===== src/rtl/ofmap_quant_if.sv =====
// ofmap_quant_if: handshake bundle between the conv engine, ofmap_quant and the downstream consumer.
//   cfg_dat/cfg_vld/cfg_rdy       per-layer config {relu_en, shift[4:0]}
//   ofmap_dat/ofmap_vld/ofmap_rdy 32-bit signed conv results into the quantizer
//   out_dat/out_vld/out_rdy       16-bit quantized results from the FIFO head
//   done                          one-cycle pulse when a layer has fully drained
//   sat_count                     saturation events since the last config accept
interface ofmap_quant_if;
    logic [5:0]  cfg_dat;
    logic        cfg_vld;
    logic        cfg_rdy;
    logic [31:0] ofmap_dat;
    logic        ofmap_vld;
    logic        ofmap_rdy;
    logic [15:0] out_dat;
    logic        out_vld;
    logic        out_rdy;
    logic        done;
    logic [31:0] sat_count;
    modport master (
        output cfg_dat, cfg_vld, ofmap_dat, ofmap_vld, out_rdy,
        input  cfg_rdy, ofmap_rdy, out_dat, out_vld, done, sat_count
    );
    modport slave (
        input  cfg_dat, cfg_vld, ofmap_dat, ofmap_vld, out_rdy,
        output cfg_rdy, ofmap_rdy, out_dat, out_vld, done, sat_count
    );
endinterface


===== src/rtl/ofmap_quant.sv =====
// ofmap_quant: ReLU / arithmetic shift / 16-bit saturation of the conv ofmap stream through a 2-entry FIFO.
//   clk  clock, all logic on posedge
//   rst  synchronous active-high reset
//   bus  ofmap_quant_if.slave: cfg, ofmap in, quantized out, done pulse, sat_count
module ofmap_quant #(
    parameter int OFMAP_SIZE = 802816,
    parameter int CNT_W      = $clog2(OFMAP_SIZE + 1)
) (
    input  logic         clk,
    input  logic         rst,
    ofmap_quant_if.slave bus
);
    typedef enum logic [1:0] {IDLE, RUN, DRAIN, DONE} state_t;
    state_t             r_state, w_next;
    logic [CNT_W-1:0]   r_cnt;
    logic               r_relu;
    logic [4:0]         r_shift;
    logic [31:0]        r_sat;
    logic [15:0]        r_mem [2];
    logic               r_rd, r_wr;
    logic [1:0]         r_fcnt;
    logic [15:0]        r_last;
    logic               w_cfg_xfer, w_in_xfer, w_out_xfer, w_last_word;
    logic signed [31:0] w_shr, w_y;
    logic               w_hi, w_lo;
    logic [15:0]        w_q;
    assign w_cfg_xfer  = bus.cfg_vld & bus.cfg_rdy;
    assign w_in_xfer   = bus.ofmap_vld & bus.ofmap_rdy;
    assign w_out_xfer  = bus.out_vld & bus.out_rdy;
    assign w_last_word = r_cnt == CNT_W'(OFMAP_SIZE - 1);
    // >>> on a signed operand floors toward -inf, which is the required rounding
    assign w_shr = $signed(bus.ofmap_dat) >>> r_shift;
    assign w_y   = (r_relu & bus.ofmap_dat[31]) ? 32'sd0 : w_shr;
    // out of 16-bit range iff bits [30:15] are not a pure sign extension
    assign w_hi  = ~w_y[31] & (w_y[30:15] != 16'h0000);
    assign w_lo  = w_y[31] & (w_y[30:15] != 16'hFFFF);
    assign w_q   = w_hi ? 16'h7FFF : w_lo ? 16'h8000 : w_y[15:0];
    always_comb begin
        w_next        = r_state;
        bus.cfg_rdy   = r_state == IDLE;
        bus.ofmap_rdy = (r_state == RUN) & (r_fcnt != 2'd2);
        bus.done      = r_state == DONE;
        bus.out_vld   = r_fcnt != 2'd0;
        // empty FIFO keeps presenting the last value that left it
        bus.out_dat   = bus.out_vld ? r_mem[r_rd] : r_last;
        bus.sat_count = r_sat;
        case (r_state)
            IDLE:    w_next = w_cfg_xfer ? RUN : IDLE;
            RUN:     w_next = (w_in_xfer & w_last_word) ? DRAIN : RUN;
            DRAIN:   w_next = (r_fcnt == 2'd0) ? DONE : DRAIN;
            default: w_next = IDLE;
        endcase
    end
    always_ff @(posedge clk) begin
        if (rst) begin
            r_state  <= IDLE;
            r_cnt    <= '0;
            r_relu   <= 1'b0;
            r_shift  <= '0;
            r_sat    <= '0;
            r_mem[0] <= '0;
            r_mem[1] <= '0;
            r_rd     <= 1'b0;
            r_wr     <= 1'b0;
            r_fcnt   <= '0;
            r_last   <= '0;
        end else begin
            r_state <= w_next;
            if (w_cfg_xfer) begin
                r_relu  <= bus.cfg_dat[5];
                r_shift <= bus.cfg_dat[4:0];
                r_cnt   <= '0;
                r_sat   <= '0;
            end
            if (w_in_xfer) begin
                r_cnt        <= r_cnt + CNT_W'(1);
                r_mem[r_wr]  <= w_q;
                r_wr         <= ~r_wr;
                if ((w_hi | w_lo) & (r_sat != 32'hFFFF_FFFF))
                    r_sat <= r_sat + 32'd1;
            end
            if (w_out_xfer) begin
                r_rd   <= ~r_rd;
                r_last <= r_mem[r_rd];
            end
            r_fcnt <= r_fcnt + 2'(w_in_xfer) - 2'(w_out_xfer);
        end
    end
endmodule


===== src/flat_wrapper.sv =====
// flat-port wrapper written by rule: the top's interface ports become plain ports
module ofmap_quant_flat 
#(
    parameter int OFMAP_SIZE = 802816,
    parameter int CNT_W      = $clog2(OFMAP_SIZE + 1)
)
  (clk, rst, bus_cfg_dat, bus_cfg_vld, bus_ofmap_dat, bus_ofmap_vld, bus_out_rdy, bus_cfg_rdy, bus_ofmap_rdy, bus_out_dat, bus_out_vld, bus_done, bus_sat_count);
  ofmap_quant_if bus_i ();
  input  logic clk;
  input  logic rst;
  input wire logic [$bits(bus_i.cfg_dat)-1:0] bus_cfg_dat;
  input wire logic [$bits(bus_i.cfg_vld)-1:0] bus_cfg_vld;
  input wire logic [$bits(bus_i.ofmap_dat)-1:0] bus_ofmap_dat;
  input wire logic [$bits(bus_i.ofmap_vld)-1:0] bus_ofmap_vld;
  input wire logic [$bits(bus_i.out_rdy)-1:0] bus_out_rdy;
  output wire logic [$bits(bus_i.cfg_rdy)-1:0] bus_cfg_rdy;
  output wire logic [$bits(bus_i.ofmap_rdy)-1:0] bus_ofmap_rdy;
  output wire logic [$bits(bus_i.out_dat)-1:0] bus_out_dat;
  output wire logic [$bits(bus_i.out_vld)-1:0] bus_out_vld;
  output wire logic [$bits(bus_i.done)-1:0] bus_done;
  output wire logic [$bits(bus_i.sat_count)-1:0] bus_sat_count;
  assign bus_i.cfg_dat = bus_cfg_dat;
  assign bus_i.cfg_vld = bus_cfg_vld;
  assign bus_i.ofmap_dat = bus_ofmap_dat;
  assign bus_i.ofmap_vld = bus_ofmap_vld;
  assign bus_i.out_rdy = bus_out_rdy;
  assign bus_cfg_rdy = bus_i.cfg_rdy;
  assign bus_ofmap_rdy = bus_i.ofmap_rdy;
  assign bus_out_dat = bus_i.out_dat;
  assign bus_out_vld = bus_i.out_vld;
  assign bus_done = bus_i.done;
  assign bus_sat_count = bus_i.sat_count;
  ofmap_quant #(.OFMAP_SIZE(OFMAP_SIZE), .CNT_W(CNT_W)) u_core (.clk(clk), .rst(rst), .bus(bus_i));
endmodule

===== config.mk =====
export PLATFORM = sky130hd
export DESIGN_NAME = ofmap_quant_flat
export DESIGN_NICKNAME = d
export VERILOG_FILES = /design/src/rtl/ofmap_quant_if.sv /design/src/rtl/ofmap_quant.sv /design/src/flat_wrapper.sv
export SDC_FILE = /design/constraint.sdc
export NUM_CORES = 1
export LEC_CHECK = 0
export BUFFER_PORTS_ARGS = -buffer_cell sky130_fd_sc_hd__buf_2
export CAP_MARGIN = 20
export CORE_ASPECT_RATIO = 1.75
export CORE_MARGIN = 3
export CORE_UTILIZATION = 48
export DETAILED_ROUTE_END_ITERATION = 16
export HOLD_SLACK_MARGIN = 0.08
export PLACE_DENSITY = 0.66
export SETUP_SLACK_MARGIN = 0.1
export SYNTH_ARGS = -nofsm -noshare
export SYNTH_HDL_FRONTEND = slang
export SYNTH_SLANG_ARGS = --single-unit

===== constraint.sdc =====
create_clock -name clk -period 8.7 [get_ports clk]
set_input_delay 0.435 -clock clk [delete_from_list [all_inputs] [get_ports clk]]
set_output_delay 0.435 -clock clk [all_outputs]
set_load 0.02 [all_outputs]

==> results_tabular.tex <==
\begin{tabular}{lr}
\hline
Metric & Value \\
\hline
\multicolumn{2}{l}{\textbf{Floorplanning}} \\
Initial standard-cell utilization of the core & 0.489 \\
Floorplan core area & 0.0149 mm\^{}2 \\
Area of the die & 0.0168 mm\^{}2 \\
Count of boundary I/O pins & 95 \\
Placement Rows & 59 \\
Overall die height & 169 um \\
Die width & 99.2 um \\
\multicolumn{2}{l}{\textbf{Logic synthesis}} \\
Mean instance size in the synthesized netlist & 8.27 um\^{}2 \\
Main combinational cell family by area after synthesis & simple AND/OR/NAND/NOR gates \\
Unique masters post-synth & 72 \\
Synth warnings & 0 \\
Top FF cell, synth & dfxtp\_1 \\
Register bit count reported by yosys & 113 \\
Combined area of all synthesized cells & 0.00730 mm\^{}2 \\
Share of the yosys chip area belonging to registers & 0.354 \\
Post-Synthesis Net Count & 929 \\
Ys async rst share & 0 \\
Basic-gate share of the synthesized area counting and, or, nand and nor cells & 0.243 \\
Share of the synthesized area in compound gates (AO/OA/AOI/OAI) & 0.194 \\
Area share of fa/ha/maj cells after synthesis & 0.00686 \\
Xor-xnor portion of the synthesized cell area & 0.0108 \\
Count of flip-flops with a built-in enable after synthesis & 32 \\
Post-synthesis instance total & 882 \\
Multiplexer share of the synthesized area & 0.140 \\
\multicolumn{2}{l}{\textbf{Finish}} \\
Fraction of final layout cells sized beyond drive strength 1 & 0.187 \\
Leading cell type in the layout, fill and taps excluded & nor2\_1 \\
Area grow syn2layout & 15.4\% \\
Ant. Diodes & 0 \\
Most frequent cells in the layout & nor2\_1, nand2\_1, buf\_2 \\
Net total in the final layout & 984 \\
\multicolumn{2}{l}{\textbf{Power and ir drop}} \\
Static leakage & 3.21 nW \\
VDD IR max & 0.116 mV \\
Overall Power & 0.00186 W \\
Power per standard cell area & 221 mW/mm\^{}2 \\
\multicolumn{2}{l}{\textbf{Timing}} \\
Slew at the pin with the worst max-slew slack & 1.01 ns \\
Fin crit period & 4.02 ns \\
Final Setup Violations & 0 \\
Clock skew after layout & 0.0110 ns \\
Setup repair after global routing missed its margin & no \\
Maximum achievable frequency & 0.249 GHz \\
Setup tns final & 0 ns \\
Max-slew violation total from the final report & 0 \\
Final period util & 0.462 \\
Worst slew margin relative to its limit & 0.326 \\
Final count of hold timing violations & 0 \\
\multicolumn{2}{l}{\textbf{Critical path}} \\
Nature of the critical path startpoint & register \\
Worst reg2reg path endpoint & u\_core.bus.sat\_count[25]\$\_SDFF\_PP0\_ \\
Sequence of cells on the critical path & buf\_4, inv\_1, mux4\_2, a221oi\_1, nor2\_1, a211o\_2, a21oi\_4, a41oi\_1, a21oi\_1 \\
Cell family with most CP delay & compound AO/OA/AOI/OAI gates \\
CP max stage delay & 0.85 ns \\
Stages on worst setup path & 9 \\
Max stage delay cell, worst path & a21oi\_4 \\
Sort of element at the end of the critical path & register \\
Data arrival time of the worst path & 4.35 ns \\
FF-to-FF path depth & 9 \\
Origin of the worst setup path & u\_core.r\_shift[2]\$\_SDFFE\_PP0P\_ \\
Required @ worst endpoint & 9.03 ns \\
Critical register-to-register path startpoint & u\_core.r\_shift[2]\$\_SDFFE\_PP0P\_ \\
Count of buffer and inverter cells on the critical path & 2 \\
Critical-path maximum fanout & 44 \\
Critical Path Sink & u\_core.bus.sat\_count[25]\$\_SDFF\_PP0\_ \\
Worst setup slack for register-to-register paths & 4.68 ns \\
Start-to-end type of the worst setup path & reg -> reg \\
\multicolumn{2}{l}{\textbf{Global routing}} \\
Met1 demand-to-capacity share in global routing & 0.246 \\
Antenna violations before repair & 0 \\
Tot GR Track Use & 0.222 \\
GRT overflow & 0 \\
Fraction of met3 tracks used by global routing & 0.0359 \\
Wire length of the first global-routing pass & 30,600 um \\
Met2 demand-to-capacity share in global routing & 0.405 \\
Maximum number of pins on one net before global-route repair & 55 \\
Via count of the first global-routing pass & 6,262 \\
Grt peak-use layer & met2 \\
\multicolumn{2}{l}{\textbf{Clock tree}} \\
Buffers from clock root to sink, at most & 2 \\
Clk\_lat worst skew & 0.41 ns \\
H-tree depth reported by CTS & 4 \\
Resized Gates After CTS & 0 \\
CTS Buf Count & 17 \\
TritonCTS clock tree & done \\
Buffer type at the clock tree root & clkbuf\_16 \\
Clock sink total & 113 \\
Buffers inserted by post-CTS timing repair & 0 \\
Clock input transition at the sequential cells of the worst setup and hold paths & 0.06 ns \\
CTS Hold Buffers Added & 0 \\
\multicolumn{2}{l}{\textbf{Placed design}} \\
Routability-driven placement congestion ratio & 0.957 \\
PortBufs & 94 \\
Final HPWL from detailed placement & 13,500 um \\
\multicolumn{2}{l}{\textbf{Route}} \\
Vias & 6,706 \\
Detailed router's first-iteration violation count & 303 \\
First-pass iteration count of the detailed router & 5 \\
Antenna-violating nets left & 0 \\
Total wirelength of the detailed-routed design & 18,500 um \\
Remaining routing DRC violations & 0 \\
Wire length per cell after detailed routing & 16.3 um \\
Via/cell ratio & 5.92 \\
\multicolumn{2}{l}{\textbf{Run}} \\
Count of max-cap constraint violations & 0 \\
\multicolumn{2}{l}{\textbf{Min path}} \\
Type of the worst min-delay path & in -> reg \\
\multicolumn{2}{l}{\textbf{Outcome}} \\
Run status & finished, final reports clean \\
\hline
\end{tabular}
==> state kept, by name, indices dropped and copies added, names as in the netlist, named ones only <==
register and flops:
u_core.r_last 16, u_core.bus.sat_count 32, u_core.r_cnt 20, u_core.r_wr 1, u_core.r_rd 1, u_core.r_fcnt 2
u_core.r_relu 1, u_core.r_state 2, u_core.r_shift 5, u_core.r_mem 32
==> tightest hold or removal path, cell delays in order <==
cell	delay, ns
buf_2	0.10
nand2_1	0.05
a21oi_1	0.05
==> report_power, final <==
part	leakage (nW)	internal, W	total, W	switching [W]
sequential	0.989	0.000580	0.000607	0.0000271
clock	0.315	0.000493	0.000738	0.000245
combinational	1.91	0.000187	0.000517	0.000330
==> Yosys cell counts (8+ instances only) <==
library cell	number	area (um^2)
clkbuf_1	43	161
mux2i_1	54	541
o21ai_0	49	245
a211oi_1	30	225
mux2_2	9	101
nand3_1	45	225
o21a_1	8	60.1
nor2_1	119	447
nand2_1	109	409
mux4_2	17	383
and2_1	11	68.8
dfxtp_1	81	1620
o211ai_1	9	67.6
a21oi_1	52	260
and3_1	11	68.8
nand4_1	15	93.8
buf_2	12	60.1
nor2b_1	21	131
a221o_1	8	80.1
inv_1	16	60.1
nor3_1	11	55.1
edfxtp_1	32	961
==> per-layer routing <==
layer | up-vias | share of wire | routed length [um]
li1 | 3338 | - | -
met1 | 3129 | 0.39 | 7210
met2 | 189 | 0.53 | 9850
met3 | 50 | 0.039 | 719
met4 | 0 | 0.038 | 693
met5 | - | 0 | 0
==> how the worst min path moves through the flow <==
| stage | from | to | slack (ns) | cells past startpoint |
|---|---|---|---|---|
| after floorplan | u_core.r_relu$_SDFFE_PP0P_ | u_core.r_relu$_SDFFE_PP0P_ | 0.44 | 2 |
| after global placement | u_core.r_cnt[19]$_SDFFE_PP0P_ | u_core.r_cnt[19]$_SDFFE_PP0P_ | 0.46 | 2 |
| after detailed placement | u_core.r_cnt[19]$_SDFFE_PP0P_ | u_core.r_cnt[19]$_SDFFE_PP0P_ | 0.47 | 2 |
| after CTS | bus_cfg_dat[2] | u_core.r_shift[2]$_SDFFE_PP0P_ | 0.25 | 3 |
| after global routing | bus_cfg_dat[2] | u_core.r_shift[2]$_SDFFE_PP0P_ | 0.26 | 3 |
| final | bus_cfg_dat[2] | u_core.r_shift[2]$_SDFFE_PP0P_ | 0.27 | 3 |
==> stage by stage <==
step | utilization | instance area, um^2 | instances | hold WS [ns] | worst slack (ns)
after CTS | 0.563 | 8400 | 1132 | 0.251 | 4.71
after global placement | 0.520 | 7760 | 1100 | 0.460 | 4.79
after global routing | 0.565 | 8420 | 1133 | 0.260 | 4.35
final | 0.565 | 8420 | 1133 | 0.266 | 4.68
after floorplan | - | 7300 | 882 | 0.444 | 5.67
after detailed placement | 0.520 | 7760 | 1100 | 0.474 | 4.74
==> kinds of logic (layout without fill, tap and decap cells) <==
| kind of cell | count (synthesis) | after routing |
|---|---|---|
| AOI/OAI and AO/OA | 212 | 212 |
| xor gates and xnor gates | 9 | 9 |
| adders and majority gates | 4 | 4 |
| buffers and inverters | 84 | 152 |
| DFF | 113 | 113 |
| muxes | 80 | 80 |
| and+or+nand+nor | 380 | 380 |
==> cell type report <==
type	count	area, um^2
sequential	113	2580
inverter	17	63.8
tap	183	229
timing repair buffer	103	558
clock buffer	21	493
multi-input combinational	685	4350
fill	1384	6490
clock inverter	11	145
Power figures use the tool's default switching activity.
